**src/rtl/dp_ram_pkg.sv**
```systemverilog
// Shared types and sizing helpers for the dual-port scratch RAM.
package dp_ram_pkg;

  typedef enum logic {
    RDW_READ_FIRST  = 1'b0,
    RDW_WRITE_FIRST = 1'b1
  } rdw_mode_e;

  typedef enum logic {
    ST_IDLE  = 1'b0,
    ST_CLEAR = 1'b1
  } clear_state_e;

  function automatic int be_width(input int width);
    return width / 8;
  endfunction

  function automatic int addr_width(input int depth);
    return (depth > 1) ? $clog2(depth) : 1;
  endfunction

endpackage

```
**src/rtl/dp_ram_rd_pipe.sv**
```systemverilog
// Per-port read-response delay line; rdata holds its last value between responses.
module dp_ram_rd_pipe #(
  parameter int WIDTH = 32,
  parameter int LAT   = 1
) (
  input  logic             clk,
  input  logic             rst,
  input  logic             valid,
  input  logic [WIDTH-1:0] data,
  output logic             rvalid,
  output logic [WIDTH-1:0] rdata
);

  logic [LAT-1:0]   v;
  logic [WIDTH-1:0] d [LAT];

  // Each stage only loads on a valid beat so the output word holds when idle
  always_ff @(posedge clk or posedge rst) begin
    if (rst) begin
      v <= '0;
      for (int i = 0; i < LAT; i++) begin
        d[i] <= '0;
      end
    end else begin
      v[0] <= valid;
      if (valid) begin
        d[0] <= data;
      end
      for (int i = 1; i < LAT; i++) begin
        v[i] <= v[i-1];
        if (v[i-1]) begin
          d[i] <= d[i-1];
        end
      end
    end
  end

  assign rvalid = v[LAT-1];
  assign rdata  = d[LAT-1];

endmodule

```
**src/rtl/dp_ram_ctrl.sv**
```systemverilog
// True dual-port RAM with byte enables, selectable read latency / RDW mode,
// A-over-B write collision priority and a post-reset clear sequencer.
module dp_ram_ctrl
  import dp_ram_pkg::*;
#(
  parameter int               DEPTH      = 16,
  parameter int               WIDTH      = 32,
  parameter int               READ_LAT   = 1,
  parameter int               RDW_MODE   = 0,
  parameter logic [WIDTH-1:0] INIT_VALUE = '0
) (
  input  logic                              clk,
  input  logic                              rst,
  output logic                              init_busy,
  input  logic                              a_en,
  input  logic                              a_we,
  input  logic [be_width(WIDTH)-1:0]        a_be,
  input  logic [addr_width(DEPTH)-1:0]      a_addr,
  input  logic [WIDTH-1:0]                  a_wdata,
  output logic [WIDTH-1:0]                  a_rdata,
  output logic                              a_rvalid,
  input  logic                              b_en,
  input  logic                              b_we,
  input  logic [be_width(WIDTH)-1:0]        b_be,
  input  logic [addr_width(DEPTH)-1:0]      b_addr,
  input  logic [WIDTH-1:0]                  b_wdata,
  output logic [WIDTH-1:0]                  b_rdata,
  output logic                              b_rvalid
);

  localparam int             BE_W  = be_width(WIDTH);
  localparam int             AW    = addr_width(DEPTH);
  localparam logic [AW-1:0]  LAST  = AW'(DEPTH - 1);
  localparam logic [AW:0]    LIMIT = (AW + 1)'(DEPTH);
  localparam rdw_mode_e      RDW   = (RDW_MODE == 1) ? RDW_WRITE_FIRST : RDW_READ_FIRST;

  logic [WIDTH-1:0] mem [DEPTH];
  clear_state_e     state;
  logic [AW-1:0]    cnt;
  logic             busy;

  logic             a_acc, b_acc, a_ok, b_ok, a_wr, b_wr;
  logic [WIDTH-1:0] a_old, b_old, a_new, b_new, a_rd, b_rd;

  assign init_busy = busy;

  assign a_acc = a_en & ~busy;
  assign b_acc = b_en & ~busy;
  assign a_ok  = {1'b0, a_addr} < LIMIT;
  assign b_ok  = {1'b0, b_addr} < LIMIT;
  assign a_wr  = a_acc & a_we & a_ok;
  assign b_wr  = b_acc & b_we & b_ok;

  assign a_old = a_ok ? mem[a_addr] : '0;
  assign b_old = b_ok ? mem[b_addr] : '0;

  // Both ports compute the final stored word at their own address: B's bytes first, A's on top
  always_comb begin
    a_new = a_old;
    b_new = b_old;
    for (int i = 0; i < BE_W; i++) begin
      if (b_wr && b_be[i] && (b_addr == a_addr)) a_new[8*i +: 8] = b_wdata[8*i +: 8];
      if (a_wr && a_be[i])                       a_new[8*i +: 8] = a_wdata[8*i +: 8];
      if (b_wr && b_be[i])                       b_new[8*i +: 8] = b_wdata[8*i +: 8];
      if (a_wr && a_be[i] && (a_addr == b_addr)) b_new[8*i +: 8] = a_wdata[8*i +: 8];
    end
  end

  assign a_rd = (RDW == RDW_WRITE_FIRST) ? a_new : a_old;
  assign b_rd = (RDW == RDW_WRITE_FIRST) ? b_new : b_old;

  always_ff @(posedge clk or posedge rst) begin
    if (rst) begin
      state <= ST_CLEAR;
      cnt   <= '0;
      busy  <= 1'b1;
    end else begin
      case (state)
        ST_CLEAR: begin
          if (cnt == LAST) begin
            state <= ST_IDLE;
            cnt   <= '0;
            busy  <= 1'b0;
          end else begin
            cnt <= cnt + AW'(1);
          end
        end
        default: begin
        end
      endcase
    end
  end

  // When both ports hit the same address they store the identical merged word
  always_ff @(posedge clk) begin
    if (busy) begin
      mem[cnt] <= INIT_VALUE;
    end else begin
      if (a_wr) mem[a_addr] <= a_new;
      if (b_wr) mem[b_addr] <= b_new;
    end
  end

  dp_ram_rd_pipe #(.WIDTH(WIDTH), .LAT(READ_LAT)) u_pipe_a (
    .clk    (clk),
    .rst    (rst),
    .valid  (a_acc),
    .data   (a_rd),
    .rvalid (a_rvalid),
    .rdata  (a_rdata)
  );

  dp_ram_rd_pipe #(.WIDTH(WIDTH), .LAT(READ_LAT)) u_pipe_b (
    .clk    (clk),
    .rst    (rst),
    .valid  (b_acc),
    .data   (b_rd),
    .rvalid (b_rvalid),
    .rdata  (b_rdata)
  );

endmodule
```
**config.mk**
```make
export PLATFORM = sky130hd
export DESIGN_NAME = dp_ram_ctrl
export DESIGN_NICKNAME = d
export VERILOG_FILES = /design/src/rtl/dp_ram_pkg.sv /design/src/rtl/dp_ram_rd_pipe.sv /design/src/rtl/dp_ram_ctrl.sv
export SDC_FILE = /design/constraint.sdc
export NUM_CORES = 1
export LEC_CHECK = 0
export CORE_MARGIN = 3
export CORE_UTILIZATION = 30
export CTS_CLUSTER_SIZE = 30
export DETAILED_ROUTE_END_ITERATION = 7
export SLEW_MARGIN = 10
export SYNTH_ARGS = -nofsm -noshare
export SYNTH_HDL_FRONTEND = slang
export SYNTH_HIERARCHICAL = 1
export SYNTH_SLANG_ARGS = --single-unit
```
**constraint.sdc**
```tcl
create_clock -name clk -period 4.5 [get_ports clk]
set_input_delay 0.9 -clock clk [delete_from_list [all_inputs] [get_ports clk]]
set_output_delay 0.9 -clock clk [all_outputs]
set_load 0.02 [all_outputs]
```
==> reports/metrics.csv, run 1 <==
stage,metric,value,unit
status,status,"finished, final reports clean",
min_path,Min-Delay Path Class,flop to flop,
cells_and_area,"commonest non-fill, non-tap cell in the layout",mux2i_1,
sta,minimum clock period,3820,ps
sta,fmax,261,MHz
setup_path,"Max FO, Critical Path",16,
drt,ANT nets after route,0,
sta,worst clock skew,26.5,ps
clock_network,maximum buffer depth of the clock tree,3,
cells_and_area,Area Overhead vs Synth,19.1,%
setup_path,R2R setup slack,1060,ps
cells_and_area,share of cells above drive strength 1,0.275,
sta,max-slew violations,0,
synth,synthesis warning total,6,
synth,async set-reset flop share out of synthesis,0.123,
synth,Synth Flop Type,edfxtp_1,
grt,first-pass GRT wire length,183000,microns
pwr,Tot Pwr,14.2,mW
sta,fin crit share,0.850,
die,die height,346,microns
grt,number of global-route vias before repair,25000,
synth,Mean Syn Cell Area,15.1,sq um
drt,routed via count,24700,
drt,Post-Route WL,129000,microns
grt,total gr overflow,0,
cells_and_area,Nets,2566,
grt,largest net degree at the start of global routing,59,
clock_network,# hold bufs at CTS,0,
die,Initial Utilization,0.303,
synth,synth unique cells,64,
job,MaxCap Viol Count,0,
sta,RSZ-0062 raised after global routing,no,
clock_network,CTS H-tree lvls,3,
clock_network,post-CTS setup buffers,0,
setup_path,startpoint types,primary input,
cells_and_area,Final Cell Area,41300,sq um
pwr,PwrDens,343,nW/um^2
clock_network,Clock Sinks,584,
setup_path,Worst Setup End Kind,flop,
clock_network,clock latency on the worst-skew pair,640,ps
drt,First DRT Iteration DRCs,3521,
drt,vias per inst,6.09,
die,IO Pins,153,
drt,Initial DRT Pass Iterations,6,
die,DIE WIDTH,346,microns
setup_path,Worst EP arrival,4160,ps
synth,area of the mapped netlist,34700,sq um
sta,Final Setup Violations,0,
synth,sequential area share after synthesis,0.495,
placed_design,PortBufs,152,
setup_path,Worst EP required,4830,ps
sta,Rel. slew slack,0.176,
synth,"EDFF count, synth",512,
placed_design,HPWL reported at the end of detailed placement,83300,microns
grt,total track usage,0.209,
sta,Worst-Margin Slew,1240,ps
drt,WL/cell,32.0,microns
placed_design,GPL Wtd Cong,0.887,
pwr,leak pwr,14.3,nW
setup_path,Setup CP Type,primary input to flop,
grt,initial antenna violation count,1,
die,total die area,120000,sq um
sta,final hold vios,0,
clock_network,CTS Root Cell,clkbuf_16,
synth,syn nets,2390,
clock_network,clock slew at reported path FFs,60,ps
pwr,VDD IR max,0.218,mV
clock_network,CTS Buf Count,69,
sta,Setup TNS Final,0,ps
clock_network,post-cts sizing count,0,
placed_design,DP Area,39000,sq um
clock_network,CTS tree,done,
die,cell row count,124,
cells_and_area,most frequent cells in the layout,"mux2i_1, edfxtp_1, mux4_2",
drt,Residual DRC,0,
die,total core area,115000,sq um
synth,cell count after synthesis,2303,
synth,Yosys reg bits,584,
## flip-flops by register name, indices dropped and copies added (netlist names)
| signal | flops |
|---|---|
| u_pipe_a/rvalid | 1 |
| u_pipe_b/rvalid | 1 |
| u_pipe_a/rdata | 32 |
| init_busy | 1 |
| state | 1 |
| mem | 512 |
| cnt | 4 |
| u_pipe_b/rdata | 32 |
## final cells by class
type | count | area [sq um]
Fill cell | 10800 | 73200
Clock buffer | 85 | 1820
Antenna cell | 1 | 2.50
Sequential cell | 584 | 17200
Tap cell | 1512 | 1890
Inverter | 12 | 45.0
Multi-Input combinational cell | 1452 | 16500
Clock inverter | 42 | 457
Timing Repair Buffer | 360 | 3400
## worst paths after layout
check,from,endpoint,depth (start not counted)
worst max-delay path,a_addr[1],mem[1][4]$_DFFE_PP_,6
worst min-delay path,u_pipe_a/rdata[23]$_DFFE_PP0P_,u_pipe_a/rdata[23]$_DFFE_PP0P_,1
worst max register to register,init_busy$_DFFE_PP1P_,mem[11][9]$_DFFE_PP_,6
worst min register to register,u_pipe_a/rdata[23]$_DFFE_PP0P_,u_pipe_a/rdata[23]$_DFFE_PP0P_,1
max in group asynchronous,rst,u_pipe_a/rdata[26]$_DFFE_PP0P_,3
min in group asynchronous,rst,cnt[2]$_DFFE_PP0P_,2
## stage by stage
| stage | hold slack, ps | std cells | setup WS (ps) | util |
|---|---|---|---|---|
| 2_1_floorplan | 463 | 2303 | -634 | - |
| 3_3_place_gp | 474 | 3918 | 174 | 0.340 |
| 3_5_place_dp | 493 | 3918 | 142 | 0.340 |
| 4_1_cts | 510 | 4045 | 793 | 0.360 |
| 5_1_grt | 526 | 4047 | 553 | 0.361 |
| 6_report | 508 | 4048 | 675 | 0.361 |
## synth_stat cells, types with 30 or more instances
cell        n  area, sq um
a21oi_1    32          160
a22oi_1    44          330
buf_2      90          450
clkbuf_1  121          454
dfrtp_1    70         1750
edfxtp_1  512        15400
mux2_4     60          901
mux2i_1   580         5810
mux4_2    240         5410
nand2_1    95          357
nand3_1    50          250
o211ai_1   34          255
o21ai_0    35          175
o31ai_1    30          225
## metal layers
layer | up-vias | global-route usage | part of all wire
met3 | 349 | 0.0484 | 0.12
met5 | - | 0 | 0
met4 | 0 | 0.0928 | 0.045
li1 | 9809 | - | -
met1 | 12700 | 0.282 | 0.39
met2 | 1811 | 0.323 | 0.45
## kinds of logic after synthesis
kind of cell,after synthesis,synth area share
adder cells (fa/ha/maj),1,0.000361
flip-flops,584,0.495
AO/OA/AOI/OAI,283,0.0594
buffers and inverters,267,0.0389
XOR/XNOR,5,0.00126
AND/OR/NAND/NOR,244,0.0362
multiplexers,919,0.369
## critical path: stages
cell	delay (ps)
clkdlybuf4s50_1	630
xnor2_1	320
and4_1	680
a211oi_1	390
a21oi_1	1040
mux2i_1	190
## report_power, final
part | total (mW) | switching [mW] | internal [mW] | leakage, nW
Sequential | 6.17 | 0.0938 | 6.07 | 5.57
Combinational | 2.27 | 1.29 | 0.978 | 7.64
Clock | 5.75 | 2.43 | 3.32 | 1.11
No activity file was read; power rests on OpenSTA's default activity.
==> run 2, diff against run 1 <==
==> constraint.sdc (replaced) <==
create_clock -name clk -period 3.4 [get_ports clk]
set_input_delay 0.68 -clock clk [delete_from_list [all_inputs] [get_ports clk]]
set_output_delay 0.68 -clock clk [all_outputs]
set_load 0.02 [all_outputs]
==> reports/metrics.csv, run 2 (synthesized netlist as in run 1, its figures left out) <==
stage,metric,value,unit
setup_path,"Max FO, Critical Path",48,
clock_network,post-CTS setup buffers,0,
clock_network,CTS Root Cell,clkbuf_16,
drt,WL/cell,32.0,microns
cells_and_area,Largest register FFs,512,
clock_network,clock latency on the worst-skew pair,630,ps
die,total core area,115000,sq um
die,Initial Utilization,0.303,
setup_path,Worst EP arrival,3510,ps
drt,Initial DRT Pass Iterations,7,
drt,ANT nets after route,0,
setup_path,Worst Setup End Kind,flop,
die,total die area,120000,sq um
grt,first-pass GRT wire length,190000,microns
sta,Worst Slack Setup Final,198,ps
pwr,leak pwr,15.0,nW
pwr,Int Power,13.9,mW
sta,max-slew violations,0,
min_path,Min-Delay Path Class,flop to flop,
placed_design,DP Area,40300,sq um
cells_and_area,share of cells above drive strength 1,0.300,
placed_design,Setup WS pre-CTS,-265,ps
grt,total gr overflow,0,
pwr,VDD IR max,0.353,mV
status,status,"finished, final reports clean",
clock_network,CTS H-tree lvls,3,
clock_network,CTS Buf Count,70,
grt,largest net degree at the start of global routing,49,
clock_network,post-cts sizing count,0,
drt,Residual DRC,0,
sta,minimum clock period,3200,ps
grt,number of global-route vias before repair,25800,
cells_and_area,Largest Register,mem,
setup_path,startpoint types,flop,
cells_and_area,Area Overhead vs Synth,22.9,%
cells_and_area,Final Cell Area,42600,sq um
sta,fin crit share,0.942,
sta,final hold vios,0,
drt,First DRT Iteration DRCs,3271,
cells_and_area,Nets,2666,
sta,worst clock skew,31.4,ps
die,die height,346,microns
pwr,Clk pwr share,0.402,
drt,routed via count,25200,
pwr,Sequential Power Share,0.431,
pwr,sw frac,0.265,
drt,vias per inst,6.07,
sta,Final Setup Violations,0,
drt,Post-Route WL,133000,microns
cells_and_area,"commonest non-fill, non-tap cell in the layout",mux2i_1,
setup_path,Worst EP required,3710,ps
setup_path,Setup CP Type,flop to flop,
pwr,PwrDens,444,nW/um^2
grt,total track usage,0.216,
clock_network,clock slew at reported path FFs,60,ps
die,IO Pins,153,
die,cell row count,124,
pwr,Comb pwr share,0.168,
placed_design,PortBufs,152,
clock_network,CTS tree,done,
sta,Worst-Margin Slew,1280,ps
sta,RSZ-0062 raised after global routing,no,
grt,initial antenna violation count,3,
placed_design,GPL Wtd Cong,0.893,
clock_network,Clock Sinks,584,
sta,fmax,312,MHz
job,MaxCap Viol Count,0,
sta,Setup TNS Final,0,ps
cells_and_area,fin util,0.372,
clock_network,# hold bufs at CTS,0,
pwr,Tot Pwr,18.9,mW
sta,Rel. slew slack,0.149,
pwr,switching power,5.02,mW
die,DIE WIDTH,346,microns
cells_and_area,most frequent cells in the layout,"mux2i_1, edfxtp_1, mux4_2",
placed_design,HPWL reported at the end of detailed placement,87500,microns
clock_network,maximum buffer depth of the clock tree,3,
==> run 2: metrics by stage <==
step           hold slack, ps  instances
2_1_floorplan             463       2303
5_1_grt                   511       4148
6_report                  503       4149
3_3_place_gp              475       4019
3_5_place_dp              496       4019
4_1_cts                   509       4148
==> run 2: path summary, 6_finish.rpt <==
| kind | start | to | slack, ps | cells past startpoint |
|---|---|---|---|---|
| min | u_pipe_a/rdata[11]$_DFFE_PP0P_ | u_pipe_a/rdata[11]$_DFFE_PP0P_ | 500 | 1 |
| max | init_busy$_DFFE_PP1P_ | mem[2][21]$_DFFE_PP_ | 200 | 6 |
| min reg2reg | u_pipe_a/rdata[11]$_DFFE_PP0P_ | u_pipe_a/rdata[11]$_DFFE_PP0P_ | 500 | 1 |
| min in group asynchronous | rst | cnt[3]$_DFFE_PP0P_ | 510 | 2 |
| max reg2reg | init_busy$_DFFE_PP1P_ | mem[2][21]$_DFFE_PP_ | 200 | 6 |
| max in group asynchronous | rst | u_pipe_a/rdata[17]$_DFFE_PP0P_ | 2190 | 3 |
==> run 2: power by group through the flow <==
stage               Clock (mW)  Combinational (mW)  Sequential, mW
floorplan                    0                1.65            8.42
global placement             0                3.08            8.30
detailed placement           0                3.14            8.30
CTS                       7.72                3.15            8.16
global route              8.01                3.34            8.18
finish                    7.61                3.17            8.15
==> run 2: layout make-up <==
type	count	area, sq um
Clock inverter	36	334
Fill cell	10700	71900
Tap cell	1512	1890
Multi-Input combinational cell	1452	16500
Antenna cell	1	2.50
Inverter	12	45.0
Sequential cell	584	17200
Timing Repair Buffer	459	4710
Clock buffer	93	1960
==> run 2: worst max-delay path: stages, from the launching register on <==
cell and delay [ps]:
dfstp_2 780, and3b_2 370, buf_12 220, nand3_1 140, o31ai_1 120, a21oi_1 990, mux2i_1 230
==> run 2: metal layers <==
metal | track usage | up-vias | wire (microns) | share of wire
li1 | - | 10000 | - | -
met2 | 0.334 | 1910 | 60000 | 0.45
met5 | 0 | - | 20 | 0.00015
met3 | 0.0570 | 361 | 15900 | 0.12
met1 | 0.287 | 12900 | 50800 | 0.38
met4 | 0.0960 | 2 | 6130 | 0.046
